==> src/rtl/prog_loader.sv <==
`default_nettype none
// ============================================================================
//  Module   : prog_loader
//  Purpose  : Byte-stream loader that fills picoMIPS program memory and holds
//             the CPU in reset until a complete image has been written.
//  Revision : 1.0  initial release
// ============================================================================
module prog_loader #(
    parameter int Psize = 6,
    parameter int Isize = 24
) (
    input  logic             clk,
    input  logic             reset,
    input  logic             start,
    input  logic             abort,
    input  logic [7:0]       byte_in,
    input  logic             byte_valid,
    output logic             byte_ready,
    output logic             pm_we,
    output logic [Psize-1:0] pm_addr,
    output logic [Isize-1:0] pm_wdata,
    output logic             cpu_hold,
    output logic             done,
    output logic             error
);

    localparam int c_BPW = Isize / 8;
    localparam int c_CW  = (c_BPW > 1) ? $clog2(c_BPW) : 1;

    typedef enum logic [2:0] {
        S_IDLE  = 3'd0,
        S_HDR   = 3'd1,
        S_DATA  = 3'd2,
        S_WRITE = 3'd3,
        S_DONE  = 3'd4,
        S_ERR   = 3'd5
    } state_t;

    state_t           r_state;
    logic [Psize:0]   r_words_left;
    logic [c_CW-1:0]  r_byte_cnt;

    logic w_xfer;
    logic w_hdr_bad;
    logic w_last_byte;
    logic w_last_word;

    assign w_xfer      = byte_valid && byte_ready;
    // Header bits above the address width must be zero when Psize < 8.
    assign w_hdr_bad   = (Psize < 8) && ((byte_in >> Psize) != 8'd0);
    assign w_last_byte = (r_byte_cnt == c_CW'(c_BPW - 1));
    assign w_last_word = (r_words_left == (Psize+1)'(1));

    always_ff @(posedge clk or posedge reset) begin
        if (reset) begin
            r_state      <= S_IDLE;
            r_words_left <= '0;
            r_byte_cnt   <= '0;
            byte_ready   <= 1'b0;
            pm_we        <= 1'b0;
            pm_addr      <= '0;
            pm_wdata     <= '0;
            cpu_hold     <= 1'b1;
            done         <= 1'b0;
            error        <= 1'b0;
        end else begin
            case (r_state)
                S_IDLE, S_DONE, S_ERR: begin
                    if (start) begin
                        r_state    <= S_HDR;
                        byte_ready <= 1'b1;
                        cpu_hold   <= 1'b1;
                        done       <= 1'b0;
                        error      <= 1'b0;
                        r_byte_cnt <= '0;
                    end
                end
                S_HDR: begin
                    if (abort) begin
                        r_state    <= S_ERR;
                        byte_ready <= 1'b0;
                        error      <= 1'b1;
                        cpu_hold   <= 1'b1;
                    end else if (w_xfer) begin
                        if (w_hdr_bad) begin
                            r_state    <= S_ERR;
                            byte_ready <= 1'b0;
                            error      <= 1'b1;
                            cpu_hold   <= 1'b1;
                        end else begin
                            r_state      <= S_DATA;
                            r_words_left <= {1'b0, byte_in[Psize-1:0]} + (Psize+1)'(1);
                            pm_addr      <= '0;
                        end
                    end
                end
                S_DATA: begin
                    if (abort) begin
                        r_state    <= S_ERR;
                        byte_ready <= 1'b0;
                        error      <= 1'b1;
                        cpu_hold   <= 1'b1;
                    end else if (w_xfer) begin
                        pm_wdata <= Isize'({pm_wdata, byte_in});
                        if (w_last_byte) begin
                            r_state    <= S_WRITE;
                            r_byte_cnt <= '0;
                            byte_ready <= 1'b0;
                            pm_we      <= 1'b1;
                        end else begin
                            r_byte_cnt <= r_byte_cnt + c_CW'(1);
                        end
                    end
                end
                S_WRITE: begin
                    pm_we <= 1'b0;
                    if (w_last_word) begin
                        r_state  <= S_DONE;
                        done     <= 1'b1;
                        cpu_hold <= 1'b0;
                    end else begin
                        r_state      <= S_DATA;
                        byte_ready   <= 1'b1;
                        pm_addr      <= pm_addr + Psize'(1);
                        r_words_left <= r_words_left - (Psize+1)'(1);
                    end
                end
                default: begin
                    r_state    <= S_IDLE;
                    byte_ready <= 1'b0;
                    pm_we      <= 1'b0;
                end
            endcase
        end
    end

endmodule
`default_nettype wire

==> config.mk <==
export PLATFORM = sky130hd
export DESIGN_NAME = prog_loader
export DESIGN_NICKNAME = d
export VERILOG_FILES = /design/src/rtl/prog_loader.sv
export SDC_FILE = /design/constraint.sdc
export NUM_CORES = 1
export LEC_CHECK = 0
export CELL_PAD_IN_SITES_DETAIL_PLACEMENT = 1
export CELL_PAD_IN_SITES_GLOBAL_PLACEMENT = 1
export CORE_MARGIN = 5
export CORE_UTILIZATION = 42
export CTS_BUF_LIST = sky130_fd_sc_hd__clkbuf_8
export DETAILED_ROUTE_END_ITERATION = 10
export PLACE_DENSITY_LB_ADDON = 0.1
export SLEW_MARGIN = 20
export SYNTH_ARGS = -nofsm -noshare
export SYNTH_HDL_FRONTEND = slang
export SYNTH_SLANG_ARGS = --single-unit
export TNS_END_PERCENT = 100
==> constraint.sdc <==
create_clock -name clk -period 2.3 [get_ports clk]
set_clock_uncertainty 0.05 [all_clocks]
set_input_delay 0.23 -clock clk [delete_from_list [all_inputs] [get_ports clk]]
set_output_delay 0.23 -clock clk [all_outputs]
set_load 0.03 [all_outputs]
==> results_dict.tcl, run 1 <==
set metrics [dict create \
    drt_iter0_markers 32 \
    ctsResizeCount 0 \
    routabilityCongestion 0.806 \
    ios 48 \
    fin_ws_ns 0.296 \
    r2r-start "r_words_left[1]" \
    tns_ns 0 \
    die_area_mm2 0.00760 \
    final_nets 294 \
    power_density_mw_per_mm2 866 \
    grt_max_degree 31 \
    area_delta_synth_final_pct 26.7 \
    ys_types 58 \
    avgSynthCellArea_um2 11.1 \
    startpoint_type "flip-flop" \
    cp.arrival_ns 2.15 \
    end_kind "flip-flop" \
    synth_cells 225 \
    synth_area_mm2 0.00250 \
    rsz0062_at_grt "false" \
    die_h_um 87.2 \
    yosysTopAreaCell "dfrtp_1" \
    via_per_inst 5.69 \
    wl_per_cell_um 18.4 \
    rows 28 \
    setup_violations 0 \
    cts_sinks 47 \
    p_sw_mw 1.09 \
    die_w_um 87.2 \
    cp.required_ns 2.45 \
    crit_chain "inv_1 > ha_1 > or4b_4 > o21ai_4 > nand2_1 > a32o_1" \
    n_antenna_cell 0 \
    seqPwrFrac_pct 42.9 \
    finalHoldViolations 0 \
    antenna_left 0 \
    core-area_mm2 0.00585 \
    drt-total-wl_um 6480 \
    yosys_warnings 0 \
    clockPowerShare_pct 19.9 \
    min_period_ns 2.00 \
    grt_usage_pct 18.8 \
    slew_viol_final 0 \
    slowest_stage "or4b_4" \
    postCtsSetupBuffers 0 \
    max_slew_margin_pct 64.1 \
    hold_path.class "in2async" \
    ys_seq_elements 47 \
    critPathMaxStageDelay_ns 0.52 \
    cts_tree "done" \
    p_leak_nw 1.42 \
    antenna_found_initial 0 \
    drive_gt1_share_pct 15.8 \
    tightest_slew_ns 0.531 \
    clock_path_buffers 2 \
    post-route-drc-count 0 \
    cp_max_fo 7 \
    numCtsBuffers 5 \
    crit_family "simple AND/OR/NAND/NOR gates" \
    clkTransAtPathRegs_ns 0.09 \
    synth_area_leaders "dfrtp_1, mux2_4, a21oi_1" \
    grt_overflow 0 \
    pwr-share-comb_pct 37.2 \
    pre_cts_ws_ns 0.249 \
    maxCapViolations 0 \
    grt_pass1_wl_um 11200 \
    postSynth.asyncResetShare_pct 100 \
    critPathLaunch "r_words_left[1]" \
    port_buffers 47 \
    dp_hpwl_um 4800 \
    initial_core_util_pct 42.7 \
    num_vias 2010 \
    status "complete, no violations" \
    swShare_pct 39.6 \
    cts-root-buf "clkbuf_8" \
    synth_top_area_share_pct 46.0 \
    postCtsHoldBufs 0 \
    min_period_over_period_pct 87.1 \
    ir_worst_vdd_mv 0.505 \
    ys_seq_area_share_pct 47.1 \
    timing_worst_setup_path_type "reg2reg" \
    cts_max_level 2 \
    max_freq_ghz 0.499 \
    synth_nets 242 \
    crit_buf_inv 1 \
    clkLatencyLatePin_ns 0.30 \
    first_pass_iters 4 \
    synth-edff-count 0 \
    p_int_mw 1.66 \
    synth_ff_type "dfrtp_1" \
    grt_pass1_vias 2108 \
]
## layer usage
layer | part of all wire (%) | GRT usage, % | up-vias | wire [um]
li1 | - | - | 941 | -
met1 | 48 | 26.0 | 1022 | 3110
met2 | 47 | 30.6 | 41 | 3050
met3 | 3.9 | 3.22 | 6 | 254
met4 | 1.1 | 4.60 | 0 | 69
met5 | 0 | 0 | - | 0
## stage by stage
step / util (%) / std cells / total power [mW] / hold WS, ns / area (um^2)
3_3_place_gp: 52.5 / 345 / 2.20 / 0.412 / 3070
6_report: 54.1 / 353 / 2.74 / 0.214 / 3170
3_5_place_dp: 52.5 / 345 / 2.21 / 0.416 / 3070
4_1_cts: 54.1 / 353 / 2.77 / 0.219 / 3170
5_1_grt: 54.1 / 353 / 2.95 / 0.237 / 3170
2_1_floorplan: - / 225 / 1.82 / 0.329 / 2500
## cell families (layout without fill, tap and decap cells)
family | count (synthesis) | count (layout) | synth area share, %
compound gates | 56 | 56 | 15.0
xor+xnor | 3 | 3 | 1.05
fa+ha+maj | 4 | 4 | 2.00
buf+inv | 18 | 71 | 3.90
flops | 47 | 47 | 47.1
mux | 26 | 26 | 14.7
simple gates | 71 | 71 | 16.3
## cell type report
class	instances	area, um^2
timing repair buffer	55	543
clock inverter	2	16.3
tap	75	93.8
inverter	8	30.0
fill	642	2680
multi-input combinational	160	1220
sequential	47	1180
clock buffer	6	82.6
## layout by cell type (no fill, tap or decap), drive strengths merged, types with 3 or more instances in the layout
| cell type | instances |
|---|---|
| a21oi | 15 |
| a22o | 3 |
| a31oi | 5 |
| buf | 8 |
| clkbuf | 6 |
| clkdlybuf4s50 | 47 |
| dfrtp | 46 |
| ha | 4 |
| inv | 8 |
| mux2 | 25 |
| nand2 | 13 |
| nand2b | 5 |
| nand3 | 8 |
| nor2 | 11 |
| nor3 | 9 |
| o211ai | 3 |
| o21ai | 11 |
| o22ai | 3 |
| or2 | 3 |
| xor2 | 3 |
## worst paths after layout
path / slack, ns / endpoint / cells past startpoint
worst max register to register: 0.30 / r_words_left[6] / 6
worst max-delay path: 0.30 / r_words_left[6] / 6
min in group clk: 0.43 / cpu_hold / 2
max in group asynchronous: 1.49 / r_words_left[6] / 3
worst min-delay path: 0.21 / pm_wdata[15] / 2
worst min register to register: 0.43 / cpu_hold / 2
## cell usage after synthesis (2+ instances only)
| cell type | number |
|---|---|
| inv_1 | 8 |
| o31ai_1 | 2 |
| o21ai_0 | 3 |
| mux2_1 | 5 |
| nand4_1 | 2 |
| o22ai_1 | 3 |
| or3b_1 | 2 |
| clkbuf_1 | 2 |
| nor2_1 | 10 |
| nand2b_1 | 5 |
| a22o_1 | 3 |
| mux2_4 | 20 |
| dfrtp_1 | 46 |
| or3_1 | 2 |
| nand2_1 | 13 |
| nand3_1 | 8 |
| and3_1 | 2 |
| xor2_1 | 3 |
| o21ai_1 | 7 |
| nor3_2 | 2 |
| o211ai_1 | 3 |
| a21oi_1 | 15 |
| a31oi_1 | 5 |
| a211oi_1 | 2 |
| buf_6 | 3 |
| buf_2 | 2 |
| or2_1 | 2 |
| nor4_1 | 2 |
| ha_1 | 4 |
| nand3b_1 | 2 |
| nand4b_1 | 2 |
| nor3_1 | 7 |
| a22oi_1 | 2 |
| a311oi_1 | 2 |
## power by group through the flow
| stage | Clock (mW) | Sequential [mW] | Combinational (mW) |
|---|---|---|---|
| floorplan | 0 | 1.28 | 0.543 |
| global placement | 0 | 1.19 | 1.01 |
| detailed placement | 0 | 1.19 | 1.02 |
| CTS | 0.562 | 1.18 | 1.03 |
| global route | 0.597 | 1.22 | 1.14 |
| finish | 0.545 | 1.18 | 1.02 |
## registers in the layout, indices dropped and copies added (netlist names), 2 cells and up
register and count:
r_words_left 7, r_state 3, pm_addr 6, r_byte_cnt 2, pm_wdata 24
Note: power is estimated with default switching activity, not from simulation.
==> inputs of run 2 (changes only) <==
CAP_MARGIN = 20   (was not set)
SLEW_MARGIN = not set   (was 20)
==> results of run 2 <==
No change in the layout: final DEF, timing and power equal those of run 1.
